--- src/rtl/monolith_axis_state_tx.sv ---
// monolith_axis_state_tx: egress serializer for the Monolith permutation core.
// Captures a full NUM_WORDS-word state in one cycle and streams it out as an
// AXI4-Stream master, word 0 first, TLAST on the final word. The Mersenne-31
// value p = 2^31-1 can be folded to 0 so the host only sees canonical values.
module monolith_axis_state_tx #(
   parameter int NUM_WORDS    = 16,
   parameter int WORD_W       = 31,
   parameter int AXIS_W       = 32,
   parameter bit CANONICALIZE = 1'b1
) (
   input  logic              clk,
   input  logic              reset,
   input  logic [WORD_W-1:0] state_in [0:NUM_WORDS-1],
   input  logic              state_valid,
   output logic              state_ready,
   output logic [AXIS_W-1:0] m_axis_tdata,
   output logic              m_axis_tvalid,
   input  logic              m_axis_tready,
   output logic              m_axis_tlast,
   output logic              busy,
   output logic [15:0]       frames_sent
);

   localparam int IDX_W = (NUM_WORDS > 1) ? $clog2(NUM_WORDS) : 1;
   localparam logic [IDX_W-1:0] LAST_IDX = IDX_W'(NUM_WORDS - 1);

   typedef enum logic [0:0] {
      ST_IDLE = 1'b0,
      ST_SEND = 1'b1
   } state_t;

   state_t            state_r;
   state_t            state_nxt_s;
   logic [IDX_W-1:0]  idx_r;
   logic [IDX_W-1:0]  idx_inc_s;
   logic              last_s;
   logic              capture_s;
   logic              advance_s;
   logic              finish_s;
   logic              ready_s;
   logic [WORD_W-1:0] buf_r [0:NUM_WORDS-1];
   logic [AXIS_W-1:0] tdata_r;
   logic              tvalid_r;
   logic              tlast_r;
   logic              busy_r;
   logic [15:0]       frames_r;

   // Fold the non-canonical encoding of zero (all ones) back to zero.
   function automatic logic [WORD_W-1:0] canon(input logic [WORD_W-1:0] x);
      if (CANONICALIZE && (x == {WORD_W{1'b1}})) begin
         canon = {WORD_W{1'b0}};
      end else begin
         canon = x;
      end
   endfunction

   assign idx_inc_s = idx_r + IDX_W'(1);
   assign last_s    = (idx_r == LAST_IDX);

   // Next-state decode: capture in IDLE or on an accepted last beat, else step the index.
   always_comb begin
      state_nxt_s = state_r;
      capture_s   = 1'b0;
      advance_s   = 1'b0;
      finish_s    = 1'b0;
      ready_s     = 1'b0;
      case (state_r)
         ST_IDLE: begin
            ready_s = 1'b1;
            if (state_valid) begin
               capture_s   = 1'b1;
               state_nxt_s = ST_SEND;
            end else begin
               state_nxt_s = ST_IDLE;
            end
         end
         ST_SEND: begin
            if (m_axis_tready) begin
               if (last_s) begin
                  // Accepting the last beat frees the buffer this same cycle,
                  // which is what allows gap-free back-to-back frames.
                  ready_s  = 1'b1;
                  finish_s = 1'b1;
                  if (state_valid) begin
                     capture_s   = 1'b1;
                     state_nxt_s = ST_SEND;
                  end else begin
                     state_nxt_s = ST_IDLE;
                  end
               end else begin
                  advance_s   = 1'b1;
                  state_nxt_s = ST_SEND;
               end
            end else begin
               state_nxt_s = ST_SEND;
            end
         end
         default: begin
            state_nxt_s = ST_IDLE;
         end
      endcase
   end

   // FSM state register.
   always_ff @(posedge clk or negedge reset) begin
      if (!reset) begin
         state_r <= ST_IDLE;
      end else begin
         state_r <= state_nxt_s;
      end
   end

   // Beat index and registered stream outputs; the word for the next beat is
   // looked up one cycle early so tdata comes straight from a flop.
   always_ff @(posedge clk or negedge reset) begin
      if (!reset) begin
         idx_r    <= {IDX_W{1'b0}};
         tdata_r  <= {AXIS_W{1'b0}};
         tvalid_r <= 1'b0;
         tlast_r  <= 1'b0;
         busy_r   <= 1'b0;
      end else if (capture_s) begin
         idx_r    <= {IDX_W{1'b0}};
         tdata_r  <= AXIS_W'(canon(state_in[0]));
         tvalid_r <= 1'b1;
         tlast_r  <= (LAST_IDX == {IDX_W{1'b0}});
         busy_r   <= 1'b1;
      end else if (advance_s) begin
         idx_r    <= idx_inc_s;
         tdata_r  <= AXIS_W'(canon(buf_r[idx_inc_s]));
         tlast_r  <= (idx_inc_s == LAST_IDX);
      end else if (finish_s) begin
         idx_r    <= {IDX_W{1'b0}};
         tdata_r  <= {AXIS_W{1'b0}};
         tvalid_r <= 1'b0;
         tlast_r  <= 1'b0;
         busy_r   <= 1'b0;
      end
   end

   // Completed-frame counter, wraps naturally at 16 bits.
   always_ff @(posedge clk or negedge reset) begin
      if (!reset) begin
         frames_r <= 16'd0;
      end else if (finish_s) begin
         frames_r <= frames_r + 16'd1;
      end
   end

   // Capture buffer; contents are don't-care after reset so it has no reset.
   always_ff @(posedge clk) begin
      if (capture_s) begin
         buf_r <= state_in;
      end
   end

   assign state_ready   = ready_s;
   assign m_axis_tdata  = tdata_r;
   assign m_axis_tvalid = tvalid_r;
   assign m_axis_tlast  = tlast_r;
   assign busy          = busy_r;
   assign frames_sent   = frames_r;

endmodule

--- config.mk ---
export PLATFORM = sky130hd
export DESIGN_NAME = monolith_axis_state_tx
export DESIGN_NICKNAME = d
export VERILOG_FILES = /design/src/rtl/monolith_axis_state_tx.sv
export SDC_FILE = /design/constraint.sdc
export NUM_CORES = 1
export LEC_CHECK = 0
export ABC_AREA = 1
export CAP_MARGIN = 40
export CORE_MARGIN = 1.5
export CORE_UTILIZATION = 34
export CTS_BUF_LIST = sky130_fd_sc_hd__clkbuf_2
export DETAILED_ROUTE_END_ITERATION = 8
export HOLD_SLACK_MARGIN = 0.1
export PLACE_DENSITY = 0.71
export SYNTH_ARGS = -nofsm -noshare
export SYNTH_HDL_FRONTEND = slang
export SYNTH_SLANG_ARGS = --single-unit
export TNS_END_PERCENT = 30
--- constraint.sdc ---
create_clock -name clk -period 16.1 [get_ports clk]
set_input_delay 3.22 -clock clk [delete_from_list [all_inputs] [get_ports clk]]
set_output_delay 3.22 -clock clk [all_outputs]
set_load 0.01 [all_outputs]
# == After elaboration in Yosys (flattened, before gate mapping) ==
# Cells that the tools add are included.
# op_classes
eq_ne,5
bitwise_logic,2
mux,30
add_sub_neg,2
n_lt_le_gt_ge,1
reduce_logical,3
# op_table
op,count
binary-select mux 31 bit (select 4 bit),1
two-way mux 31 bit,4
two-way mux 32 bit,3
"equality test 31 bit, second input constant",2
"adder 16 x 1 -> 16 bit, second input constant",1
two-way mux 1 bit,16
two-way mux 4 bit,3
"equality test 4 bit, second input constant",2
one-hot mux 1 bit (2 select lines),3
">= comparator 5 bit, second input constant",1
inverter 4 -> 5 bit,1
"adder 4 x 1 -> 4 bit, second input constant",1
nonzero test 3 bit,1
"inequality test 2 bit, second input constant",1
AND reduction 2 bit,1
nonzero test 2 bit,1
inverter 1 bit,1
# totals
output_inout_bits,52
regBits,551

# == Logic depth before layout (Yosys ltp) ==
# depth
ltp_word,9
ltp_mapped,21
ltp_nobuf,16

# == Worst setup path before layout ==
# Ideal clock, no wire load.
# synth_path
path_type,in2reg
from,input m_axis_tready
to,register buf_r[0] (netlist bit) (enable)
path_buffers,1
path_stages,5
path_slack_ps,-2085
required_time_ps,15046
setup_time_ps,1054
arrival_ps,17130
cell_sequence,nand2_1 -> nand2_1 -> nand2_1 -> inv_1 -> clkbuf_1
# synth_between
elab_chain_cells,2
# synth_lines
item,line,rtl
from (decl),18,"input logic m_axis_tready,"
two-way mux 1 bit,78,if (m_axis_tready) begin
one-hot mux 1 bit (2 select lines),67,case (state_r)
net capture_s,37,logic capture_s;
to (signal assigned),153,buf_r <= state_in;
to (decl),41,logic [WORD_W-1:0] buf_r [0:NUM_WORDS-1];
# The timed path passes the listed nets, and every way through them passes these cells.
# A chain may end at the register's enable or synchronous reset.

# == Final worst setup path ==
# layout_path
from,input m_axis_tready
to,output state_ready
# layout_between
elab_chain_cells,2
# layout_lines
item,line,rtl
two-way mux 1 bit,78,
one-hot mux 1 bit (2 select lines),67,
to (decl),15,"output logic state_ready,"
# No other way between the ends.

==> flow_summary.yaml <==
global_routing:
  grt_pass1_wl_um: 116000
  antenna_found_initial: 17
  grt.overflow.total: 0
  grt_pass1_vias: 17989
  grt_start_max_net_pins: 90
  grt_usage_pct: 23.0
sta:
  period_needed_ns: 7.66
  hold_viol_final: 0
  tns_ns: 0
  fin_skew_ns: 0.0950
  setup_viol: 0
  slew_headroom_pct: 40.6
  drv_slew: 0
  fmaxAchievable_mhz: 131
  rsz0062_at_grt: "no"
  max_slew.worst_pin.slew_ns: 0.892
  post-route-period-util_pct: 47.6
finish:
  final_area_mm2: 0.0311
  final_util_pct: 46.0
  mostFrequentLayoutCells: "773 x nand2_1, 549 x clkdlybuf4s50_1, 496 x edfxtp_1, 348 x nand3_1, 204 x clkbuf_2"
  synthToLayoutAreaGrowth_pct: 33.0
  fin_cells: 3807
  layout_commonest_cell: "nand2_1"
  fin_nets: 3321
  final_layout_size_suffix_gt1_share_pct: 8.98
critical_path:
  crit_arrival_ns: 4.44
  critical-path-top-delay-family: "buffers and inverters"
  worstPathRequired_ns: 12.88
  cpMaxStageDelayCell: "clkdlybuf4s50_1"
  start_kind: "input pin"
  cp_max_fo: 3
  crit_path_cell_trace: "clkdlybuf4s50_1 > nand2_1 > nand2_1 > clkdlybuf4s50_1"
  end_kind: "output port"
  critPathBufInv: 2
  reg2reg_from: "idx_r[0]"
  setup.worst_path.start: "m_axis_tready"
  critical_path_class: "input pin to output port"
  slowest_delay_ns: 0.55
clock_network:
  cts_max_path_buffers: 3
  clk_pin_slew_ns: 0.10
  cts-buffers-inserted: 148
  postCtsSetupBuffers: 0
  cts_root_buffer: "clkbuf_2"
  htree_levels: 4
  tritoncts: "built"
  clock_latency_ns: 1.34
  cts_resized: 0
  clock_sinks: 550
  postCtsHoldBufs: 0
synth:
  avgSynthCellArea_um2: 10.6
  synth_edf_count: 496
  ys_seq_area_share_pct: 69.6
  yosys.area_share.adder_pct: 0.161
  synth_compound_area_share_pct: 1.81
  ys_types: 29
  syn_area_mm2: 0.0234
  ys.flop_type: "edfxtp_1"
  synth-seq-cells: 550
  synth_top_family_by_area: "simple AND/OR/NAND/NOR gates"
  yosys_warnings: 0
  async_flop_share_pct: 9.82
  synth-xor-area-share_pct: 0.670
  synthMuxAreaShare_pct: 0
  syn_nets: 2710
  synthCells: 2207
  yosys.area_share.simple_pct: 21.9
routing:
  firstDrtPassIters: 5
  ant_nets: 0
  drc: 0
  wl_um: 81700
  routed_via_density: 4.83
  post_drt_wl_per_cell_um: 21.5
  drtIter0Drc: 1484
  vias: 18373
floorplan:
  num_rows: 95
  die_y_um: 265
  die_w_um: 265
  core_mm2: 0.0675
  start_util_pct: 34.6
  die_area_mm2: 0.0703
  ioPinCount: 552
pwr:
  power.leakage_nw: 12.5
  power_density_mw_per_mm2: 142
  ir_drop_uv: 103
placed_design:
  hpwl_um: 58400
  dp_cells: 3541
  port_buffers: 550
  gp_congestion: 0.862
  placed_area_mm2: 0.0297
hold_path:
  hp-start: "frames_sent[15]"
  hp-class: "flop to flop"
run_status:
  status: "completed"
run:
  drv_cap: 0
==> sequential cells by signal (all words and copies together), names as in the netlist <==
signal and count:
buf_r 496, m_axis_tdata 31, frames_sent 16, idx_r 4, busy 1, m_axis_tlast 1, state_r 1
==> per-stage QoR <==
| stage | power (W) | worst slack [ns] | hold WS (ns) |
|---|---|---|---|
| final | 0.00440 | 8.44 | 0.483 |
| after global routing | 0.00466 | 8.28 | 0.500 |
| after CTS | 0.00446 | 8.42 | 0.488 |
| after detailed placement | 0.00348 | 8.47 | 0.471 |
| after global placement | 0.00345 | 8.46 | 0.463 |
| after floorplan | 0.00267 | 5.53 | 0.507 |
==> report_power, final <==
group / internal, W / switching [W] / total, W / leakage, nW
clock: 0.000375 / 0.000590 / 0.000965 / 0.967
combinational: 0.000559 / 0.00119 / 0.00175 / 6.45
sequential: 0.00164 / 0.0000503 / 0.00169 / 5.12
total: 0.00257 / 0.00183 / 0.00440 / 12.5
==> per-layer routing <==
layer	up-vias	routed length, um	global-route usage [%]
met4	8	2220	8.00
met3	142	7020	6.01
met1	8692	32900	28.9
li1	8664	-	-
met5	-	46	0
met2	867	39500	38.4
==> layout make-up <==
type                    instances  area (um2)
fillers                      6266       36500
flip-flops and latches        550       16200
repair buffers                578        5840
multi-input cells            1340        5790
well taps                     873        1090
clock buffers                 204        1020
inverters                     200         772
clock inverters                46         254
diodes                         16        40.0
==> kinds of logic (layout without fill, tap and decap cells) <==
logic type | after synthesis | in the layout
buffers and inverters | 317 | 1028
AND/OR/NAND/NOR | 1238 | 1238
flip-flops | 550 | 550
other | 1 | 17
adder cells (fa/ha/maj) | 3 | 3
AO/OA/AOI/OAI | 81 | 81
XOR/XNOR | 17 | 17
==> Yosys cell counts, types with 7 or more instances <==
library cell	n	area, um2
xor2_1	14	123
clkbuf_1	30	113
o211ai_1	7	52.6
buf_2	65	325
nor2_1	101	379
dfrtp_1	54	1350
nand3_1	348	1740
buf_4	15	113
inv_1	195	732
a21oi_1	29	145
edfxtp_1	496	14900
o21ai_0	43	215
nand2_1	773	2900
==> path summary, 6_finish.rpt <==
check,endpoint,slack (ns),cells after the start
setup / recovery,state_ready,8.44,4
hold / removal,frames_sent[15],0.48,1
setup reg to reg,m_axis_tdata[21],10.21,16
hold reg to reg,frames_sent[15],0.48,1
max in group asynchronous,idx_r[0],13.45,2
min in group asynchronous,m_axis_tdata[30],2.04,2
No activity file was read; power rests on OpenSTA's default activity.
